$ cat src/rtl/dbus_ctrl_pkg.sv
// Shared types and defaults for the data-bus controller.
// The FSM state type is exported so that the state can be observed from outside the block.
package lexington;

    typedef enum logic [1:0] {
        IDLE = 2'd0,
        BUSY = 2'd1,
        DONE = 2'd2
    } dbus_state_t;

    localparam int DBUS_TIMEOUT_DEFAULT = 255;

endpackage

$ cat src/rtl/dbus_ctrl_align.sv
// Byte-lane steering between the LSU's lane-0 view and the word-aligned memory bus.
// Also flags accesses that cannot be expressed as a single aligned word transaction.
module dbus_align (
    input  logic [1:0]  off,
    input  logic [3:0]  strobe,
    input  logic        rd_en,
    input  logic        wr_en,
    input  logic [31:0] wr_data,
    input  logic [1:0]  rd_off,
    input  logic [31:0] rd_raw,
    output logic [31:0] wr_data_sh,
    output logic [3:0]  strobe_sh,
    output logic [31:0] rd_data_sh,
    output logic        misaligned
);

    always_comb begin
        wr_data_sh = wr_data << {off, 3'b000};
        strobe_sh  = strobe << off;
        rd_data_sh = rd_raw >> {rd_off, 3'b000};
        // Bytes are always aligned; a simultaneous load and store is treated as malformed too.
        misaligned = ((strobe == 4'h3) && off[0])
                   || ((strobe == 4'hF) && (off != 2'b00))
                   || (rd_en && wr_en);
    end

endmodule

$ cat src/rtl/dbus_ctrl.sv
// Registered request/acknowledge front end for the LSU data bus.
// Handshake: the LSU holds its request stable while dbus_wait is high; the bus side holds mem_req and mem_* stable until mem_ack.
module dbus_ctrl
    import lexington::*;
#(
    parameter int TIMEOUT = DBUS_TIMEOUT_DEFAULT
) (
    input  logic        clk,
    input  logic        rst_n,
    input  logic        dbus_rd_en,
    input  logic        dbus_wr_en,
    input  logic [31:0] dbus_addr,
    input  logic [31:0] dbus_wr_data,
    input  logic [3:0]  dbus_wr_strobe,
    output logic [31:0] dbus_rd_data,
    output logic        dbus_wait,
    output logic        dbus_err,
    output logic        mem_req,
    output logic        mem_we,
    output logic [31:0] mem_addr,
    output logic [31:0] mem_wr_data,
    output logic [3:0]  mem_strobe,
    input  logic        mem_ack,
    input  logic        mem_err,
    input  logic [31:0] mem_rd_data,
    output dbus_state_t state
);

    localparam int CW = (TIMEOUT > 0) ? $clog2(TIMEOUT + 1) : 1;
    localparam logic [CW-1:0] TO_VAL = CW'(TIMEOUT);

    dbus_state_t   next_state;
    logic [CW-1:0] cnt;
    logic [CW-1:0] cnt_inc;
    logic [1:0]    off_q;
    logic [31:0]   rd_q;
    logic          err_q;
    logic          req_valid;
    logic          misaligned;
    logic          accept;
    logic          timeout_hit;
    logic [31:0]   wr_data_sh;
    logic [3:0]    strobe_sh;
    logic [31:0]   rd_data_sh;

    dbus_align u_align (
        .off        (dbus_addr[1:0]),
        .strobe     (dbus_wr_strobe),
        .rd_en      (dbus_rd_en),
        .wr_en      (dbus_wr_en),
        .wr_data    (dbus_wr_data),
        .rd_off     (off_q),
        .rd_raw     (rd_q),
        .wr_data_sh (wr_data_sh),
        .strobe_sh  (strobe_sh),
        .rd_data_sh (rd_data_sh),
        .misaligned (misaligned)
    );

    assign req_valid   = dbus_rd_en | dbus_wr_en;
    assign accept      = (state == IDLE) && req_valid && !misaligned;
    // Saturating increment; the timeout fires when the incremented count reaches TIMEOUT.
    assign cnt_inc     = (cnt == {CW{1'b1}}) ? cnt : cnt + 1'b1;
    assign timeout_hit = (TIMEOUT != 0) && (cnt_inc == TO_VAL);

    always_comb begin
        next_state   = state;
        dbus_wait    = 1'b0;
        dbus_err     = 1'b0;
        dbus_rd_data = 32'h0;
        case (state)
            IDLE: begin
                if (req_valid) begin
                    if (misaligned) begin
                        dbus_err = 1'b1;
                    end else begin
                        dbus_wait  = 1'b1;
                        next_state = BUSY;
                    end
                end
            end
            BUSY: begin
                dbus_wait = 1'b1;
                if (mem_ack || timeout_hit) begin
                    next_state = DONE;
                end
            end
            DONE: begin
                dbus_err     = err_q;
                dbus_rd_data = rd_data_sh;
                next_state   = IDLE;
            end
            default: next_state = IDLE;
        endcase
    end

    always_ff @(posedge clk or negedge rst_n) begin
        if (!rst_n) begin
            state       <= IDLE;
            mem_req     <= 1'b0;
            mem_we      <= 1'b0;
            mem_addr    <= 32'h0;
            mem_wr_data <= 32'h0;
            mem_strobe  <= 4'h0;
            off_q       <= 2'b00;
            rd_q        <= 32'h0;
            err_q       <= 1'b0;
            cnt         <= '0;
        end else begin
            state <= next_state;
            if (accept) begin
                mem_req  <= 1'b1;
                mem_we   <= dbus_wr_en;
                mem_addr <= {dbus_addr[31:2], 2'b00};
                off_q    <= dbus_addr[1:0];
                err_q    <= 1'b0;
                cnt      <= '0;
                if (dbus_wr_en) begin
                    mem_wr_data <= wr_data_sh;
                    mem_strobe  <= strobe_sh;
                end else begin
                    mem_strobe  <= 4'h0;
                end
            end else if (state == BUSY) begin
                // An ack arriving on the timeout cycle takes priority over the abort.
                if (mem_ack) begin
                    mem_req <= 1'b0;
                    rd_q    <= mem_rd_data;
                    err_q   <= mem_err;
                end else if (timeout_hit) begin
                    mem_req <= 1'b0;
                    err_q   <= 1'b1;
                end else begin
                    cnt <= cnt_inc;
                end
            end
        end
    end

endmodule

$ cat config.mk
export PLATFORM = sky130hd
export DESIGN_NAME = dbus_ctrl
export DESIGN_NICKNAME = d
export VERILOG_FILES = /design/src/rtl/dbus_ctrl_pkg.sv /design/src/rtl/dbus_ctrl_align.sv /design/src/rtl/dbus_ctrl.sv
export SDC_FILE = /design/constraint.sdc
export NUM_CORES = 1
export LEC_CHECK = 0
export ABC_CLOCK_PERIOD_IN_PS = 4600
export CAP_MARGIN = 25
export CORE_MARGIN = 5
export CORE_UTILIZATION = 49
export CTS_CLUSTER_SIZE = 8
export DETAILED_ROUTE_END_ITERATION = 8
export GPL_ROUTABILITY_DRIVEN = 1
export PLACE_DENSITY = 0.87
export SYNTH_ARGS = -nofsm -noshare
export SYNTH_HDL_FRONTEND = slang
export SYNTH_HIERARCHICAL = 1
export SYNTH_SLANG_ARGS = --single-unit
$ cat constraint.sdc
create_clock -name clk -period 4.6 [get_ports clk]
set_input_delay 0.46 -clock clk [delete_from_list [all_inputs] [get_ports clk]]
set_output_delay 0.46 -clock clk [all_outputs]
set_load 0.02 [all_outputs]
==> flow_summary_export.csv, run 1 <==
group,metric,value,unit
run_status,status,"finished clean",
sta,setup_violations,0,
global_routing,grt_overflow,0,
sta,fmax,296,MHz
clock_tree,clk_path_buf_depth,2,
sta,setup-tns-final,0,ns
finish,post-route-util,72.5,%
hold_path,hp-class,"in -> async",
pwr,internal_power,3.57,mW
synthesis,ys_seq_area_share,48.0,%
drt,via_count,5053,
drt,drcViolationCount,0,
clock_tree,clk-insertion-delay-late,0.41,ns
drt,wl_per_cell,17.4,um
global_routing,antenna_found_initial,0,
pwr,power_leakage,3.78,nW
synthesis,synthFlopType,"dfrtp_1",
floorplan,dieArea,14300,sq um
sta,slew_violations,0,
drt,drt_pre_antenna_iters,5,
clock_tree,cts.sinks,113,
drt,viasPerCell,5.34,
synthesis,synth_top_cells_by_area,"dfrtp_1, mux2_2, nand2_1, mux2i_1, and2_1",
floorplan,die_y,120,um
critical_path,worstPathMaxFanout,40,
drt,drt_first_iter_violations,367,
synthesis,synthArstFlopShare,100,%
drt,ant_nets,0,
drt,routed_wl,16500,um
synthesis,syn_inst,587,
critical_path,crit_slowest_cell,"or4_2",
drt,dr_wl_met3,1140,um
critical_path,cp.required,4.14,ns
clock_tree,ctsResizeCount,0,
floorplan,start_util,49.5,%
sta,period_needed,3.38,ns
synthesis,yosys_warnings,6,
floorplan,io_pins,212,
placed_design,place_hpwl,11800,um
global_routing,grt_pass1_vias,5208,
drt,wl_met1,6750,um
synthesis,synth_edf_count,0,
synthesis,synth_top_area_cell,"dfrtp_1",
clock_tree,tritoncts,"yes",
synthesis,syn_avg_cell_area,10.0,sq um
placed_design,place_congestion,0.889,
floorplan,row_count,40,
sta,fin_ws,1.22,ns
sta,rsz0062_at_grt,"false",
finish,drive_gt1_share,15.4,%
pwr,powerDensity,644,nW/um^2
global_routing,grt_max_degree,83,
clock_tree,cts_setup_buffers,0,
pwr,switching_share,35.8,%
sta,relSlewSlack,43.8,%
placed_design,pre_cts_ws,1.27,ns
synthesis,netlist_area,5890,sq um
sta,tightestPinTransition,0.843,ns
critical_path,critPathLaunchType,"input pin",
pwr,p_seq_share,32.2,%
drt,met2_wirelength,8210,um
drt,top_layer,"met4",
pwr,p_sw,1.99,mW
floorplan,core-area,11900,sq um
clock_tree,cts_buffers,17,
finish,fill_cells,848,
clock_tree,htreeDepth,4,
finish,synthToLayoutAreaGrowth,46.5,%
pwr,p_clk_share,24.8,%
synthesis,yosys.area.top_type_share,48.0,%
sta,post-route-period-util,73.5,%
finish,seq_area,2830,sq um
sta,finClkSkew,0.0162,ns
finish,multi_input_area,2820,sq um
clock_tree,cts.clk_slew.worst_paths,0.05,ns
placed_design,portBuffers,209,
critical_path,arrival,2.92,ns
critical_path,cp-end-kind,"output pin",
finish,diodes,0,
critical_path,critical_path.cell_chain,"buf_2 -> nor2_4 -> o2bb2ai_1 -> a32o_1 -> or4_2 -> nand2_1 -> clkdlybuf4s50_1",
critical_path,path_class,"in -> out",
flow_run,cap_violations,0,
floorplan,die_w,120,um
clock_tree,cts_root_buf,"clkbuf_16",
sta,hold_violations,0,
critical_path,cpPeakStageDelay,0.64,ns
global_routing,grt_pass1_wl,26800,um
synthesis,ys_ff_latch,113,
synthesis,synth_cell_types,45,
global_routing,grt_use_total,23.4,%
clock_tree,holdBufCountCts,0,
finish,nNetsFinal,894,
pwr,pwr-share-comb,43.0,%
pwr,ir_drop,0.420,mV
==> Yosys cell counts, types with 2 or more instances <==
cell type	instances
nand2_1	134
dfrtp_1	113
mux2_2	66
and2_1	50
mux2i_1	38
nor2_1	23
nor2b_1	20
a21oi_1	19
o21ai_0	19
a211oi_1	17
clkbuf_1	15
buf_6	8
buf_4	6
nand3_1	6
buf_2	5
buf_1	4
inv_1	4
nor3_1	4
nor4_1	4
nor2_2	3
o22ai_1	3
a21o_1	2
nor3b_1	2
==> cells in the final DEF, fill, tap and decap left out, types with 10 or more instances in the layout <==
cell | Yosys | routed
a211oi_1 | 17 | 17
a21oi_1 | 19 | 19
and2_1 | 50 | 50
buf_4 | 6 | 10
clkbuf_16 | 0 | 17
clkdlybuf4s50_1 | 0 | 206
dfrtp_1 | 113 | 113
mux2_2 | 66 | 66
mux2i_1 | 38 | 38
nand2_1 | 134 | 134
nor2_1 | 23 | 23
nor2b_1 | 20 | 20
o21ai_0 | 19 | 19
==> layout make-up <==
class | instances | share of cell area, %
Inverter | 4 | 0.174
Timing Repair Buffer | 219 | 25.2
Clock inverter | 11 | 1.85
Multi-Input combinational cell | 432 | 32.6
Clock buffer | 21 | 5.33
Sequential cell | 113 | 32.7
Tap cell | 147 | 2.13
==> state kept, by name (all words and copies together), names as in the netlist <==
| register | count |
|---|---|
| mem_wr_data | 32 |
| mem_addr | 30 |
| cnt | 8 |
| mem_we | 1 |
| mem_strobe | 4 |
| state | 2 |
| mem_req | 1 |
| rd_q | 32 |
| off_q | 2 |
| err_q | 1 |
==> path summary, 6_finish.rpt <==
kind	from	end	slack, ns	cells past startpoint
worst max-delay path	dbus_addr[1]	dbus_wait	1.22	7
worst min-delay path	rst_n	rd_q[21]$_DFFE_PN0P_	0.01	1
worst max register to register	cnt[0]$_DFFE_PN0P_	cnt[0]$_DFFE_PN0P_	1.89	7
worst min register to register	mem_addr[31]$_DFFE_PN0P_	mem_addr[31]$_DFFE_PN0P_	0.47	2
max in group asynchronous	rst_n	mem_wr_data[4]$_DFFE_PN0P_	3.50	3
min in group clk	mem_addr[31]$_DFFE_PN0P_	mem_addr[31]$_DFFE_PN0P_	0.47	2
==> power by group through the flow <==
stage	Sequential [mW]	Combinational [mW]	Clock (mW)
finish	1.79	2.39	1.38
CTS	1.79	2.41	1.40
floorplan	2.02	1.12	0
detailed placement	1.79	2.38	0
global route	1.86	2.58	1.44
global placement	1.77	2.32	0
==> metal layers <==
layer  up-vias  global-route usage (%)
li1       2387                       -
met1      2412                    28.8
met2       223                    39.7
met3        31                    6.79
met4         0                    7.52
met5         -                       0
==> critical path, delay by kind of cell <==
family	cells	cell delay [ns]
simple gates	3	1.03
buf+inv	2	0.99
compound gates	2	0.43
==> logic make-up after synthesis <==
logic type / Yosys count / synth area share (%)
buffers and inverters: 43 / 4.44
other: 1 / 0.0636
AOI/OAI and AO/OA: 72 / 7.94
muxes: 104 / 19.1
adders and majority gates: 1 / 0.212
and+or+nand+nor: 253 / 20.3
DFF: 113 / 48.0
==> metrics by stage <==
step | instances | hold WS [ns] | power, mW | area, sq um
2_1_floorplan | 588 | 0.164 | 3.14 | 5900
3_3_place_gp | 914 | 0.459 | 4.09 | 7990
3_5_place_dp | 914 | 0.461 | 4.18 | 7990
4_1_cts | 946 | 0.294 | 5.59 | 8610
5_1_grt | 947 | 0.0498 | 5.88 | 8640
6_report | 947 | 0.0113 | 5.56 | 8640
(Power assumes the default switching activity.)
==> inputs of run 2 (changes only) <==
ABC_CLOCK_PERIOD_IN_PS = 3300   (was 4600)
CORE_UTILIZATION = 45   (was 49)
PLACE_DENSITY = 0.8   (was 0.87)
clock period = 3.3 ns   (was 4.6 ns; I/O delays follow)
==> run 2 against run 1 <==
Compared with the run above: via count down 0.32%; non-clock buffer count is 2 higher; highest routed layer unchanged; cell area increased by 0.46%; critical path type unchanged; worst setup slack worse by 0.92 ns; largest power group unchanged.
==> flow_summary_export.csv, run 2 (synthesized netlist as in run 1, its figures left out) <==
group,metric,value,unit
floorplan,die_y,124,um
drt,ant_nets,0,
hold_path,hp-class,"in -> reg",
clock_tree,cts_root_buf,"clkbuf_16",
sta,hold_violations,0,
global_routing,antenna_found_initial,0,
floorplan,io_pins,212,
floorplan,dieArea,15500,sq um
placed_design,portBuffers,209,
global_routing,grt_overflow,0,
sta,tightestPinTransition,0.670,ns
sta,finClkSkew,0.0109,ns
floorplan,start_util,46.3,%
drt,drt_first_iter_violations,327,
sta,slew_violations,0,
drt,dr_wl_met3,1100,um
finish,final_common_cell,"clkdlybuf4s50_1",
critical_path,arrival,2.67,ns
run_status,status,"finished clean",
global_routing,grt_use_total,21.0,%
critical_path,path_class,"in -> out",
hold_path,hold_depth,3,
critical_path,critical_path.cell_chain,"clkdlybuf4s50_1 -> nor2_1 -> o2bb2ai_1 -> a32o_1 -> or4_2 -> nand2_1 -> clkdlybuf4s50_1",
finish,fill_cells,1010,
clock_tree,htreeDepth,4,
pwr,ir_drop,0.460,mV
floorplan,die_w,124,um
pwr,pwr-share-comb,43.4,%
pwr,p_seq_share,32.1,%
drt,wl_met1,6810,um
placed_design,post_dp_cell_area,8050,sq um
finish,seq_area,2830,sq um
global_routing,grt_pass1_vias,5190,
drt,viasPerCell,5.17,
critical_path,crit_family,"buffers and inverters",
drt,wl_per_cell,16.6,um
drt,via_count,5037,
clock_tree,tritoncts,"yes",
clock_tree,cts.sinks,113,
pwr,powerDensity,888,nW/um^2
placed_design,place_congestion,0.867,
clock_tree,ctsResizeCount,0,
clock_tree,cts.clk_slew.worst_paths,0.05,ns
pwr,switching_share,36.4,%
finish,synthToLayoutAreaGrowth,47.2,%
sta,setup_violations,0,
floorplan,core-area,12700,sq um
finish,drive_gt1_share,15.7,%
finish,post-route-cell-area,8680,sq um
clock_tree,cts_buffers,17,
placed_design,place_hpwl,12000,um
pwr,power_leakage,3.77,nW
sta,setup-tns-final,0,ns
drt,top_layer,"met4",
sta,hold_slack,0.331,ns
hold_path,min-delay-start,"dbus_addr[0]",
clock_tree,clk_path_buf_depth,2,
critical_path,cp-end-kind,"output pin",
hold_path,whs_endpoint,"off_q[0]$_DFFE_PN0P_",
critical_path,crit_slowest_cell,"or4_2",
critical_path,cpPeakStageDelay,0.64,ns
pwr,p_sw,2.80,mW
critical_path,r2r-end,"cnt[0]$_DFFE_PN0P_",
finish,reg_top3,"mem_wr_data: 32 flops, rd_q: 32 flops, mem_addr: 30 flops",
sta,relSlewSlack,55.2,%
drt,drt_pre_antenna_iters,4,
finish,multi_input_area,2820,sq um
finish,diodes,0,
floorplan,row_count,41,
flow_run,cap_violations,0,
critical_path,rr_worst_depth,6,
drt,drcViolationCount,0,
pwr,internal_power,4.90,mW
drt,routed_wl,16200,um
critical_path,critPathBufInv,2,
critical_path,cp-startpoint,"dbus_wr_strobe[2]",
critical_path,r2r-start,"cnt[0]$_DFFE_PN0P_",
finish,nNetsFinal,896,
sta,post-route-period-util,90.9,%
global_routing,grt_pass1_wl,26700,um
critical_path,r2r_setup_slack,0.71,ns
critical_path,cpMostUsedCell,"clkdlybuf4s50_1",
sta,rsz0062_at_grt,"false",
critical_path,cp.required,2.97,ns
clock_tree,clk-insertion-delay-late,0.41,ns
pwr,p_clk_share,24.5,%
global_routing,grt_max_degree,98,
critical_path,critPathLaunchType,"input pin",
sta,fmax,333,MHz
sta,period_needed,3.00,ns
finish,layout_common_cells,"clkdlybuf4s50_1, nand2_1, dfrtp_1, mux2_2, and2_1",
critical_path,worstPathMaxFanout,3,
drt,met2_wirelength,7950,um
-- run 2: worst max-delay path by stage --
stage	end	slack (ns)	cells after the start
6_report	dbus_wait	0.30	7
3_5_place_dp	dbus_wait	0.30	7
3_3_place_gp	dbus_wait	0.31	7
4_1_cts	dbus_wait	0.30	7
5_1_grt	dbus_wait	0.22	7
2_1_floorplan	dbus_wait	0.85	8
-- run 2: tightest hold or removal path, stage by stage --
cell,delay [ns]
buf_2,0.17
nand2_1,0.14
nand2_1,0.06
-- run 2: stage by stage --
step           total power [mW]  utilization (%)  std cells  setup WS, ns
3_5_place_dp               5.84             63.3        941         0.298
4_1_cts                    7.79             68.2        974         0.301
3_3_place_gp               5.75             63.3        941         0.309
6_report                   7.70             68.2        974         0.301
5_1_grt                    8.16             68.2        974         0.216
2_1_floorplan              4.38                -        588         0.847
-- run 2: power groups by stage --
stage / combinational (mW) / clock, mW / sequential [mW]
finish: 3.35 / 1.89 / 2.47
global placement: 3.30 / 0 / 2.45
floorplan: 1.57 / 0 / 2.81
detailed placement: 3.37 / 0 / 2.48
CTS: 3.38 / 1.94 / 2.47
global route: 3.61 / 2.00 / 2.56
-- run 2: timing repair --
action,4_1_cts,5_1_grt
endpoints found under the hold margin,16,0
hold buffers,1,0
setup buffers,0,0
-- run 2: routing by layer --
layer	up-vias	GRT usage, %
met2	197	34.6
met5	-	0
met3	25	6.22
li1	2397	-
met1	2418	26.2
met4	0	7.22
-- run 2: layout make-up --
cell class / count / area share (%)
Clock buffer: 18 / 5.06
Clock inverter: 14 / 2.08
Inverter: 4 / 0.173
Multi-Input combinational cell: 432 / 32.4
Sequential cell: 113 / 32.6
Tap cell: 172 / 2.48
Timing Repair Buffer: 221 / 25.2
==> inputs of run 3 (changes only) <==
ABC_CLOCK_PERIOD_IN_PS = default   (was 3300)
==> results of run 3 <==
No change in the layout: final DEF, timing and power equal those of run 2.
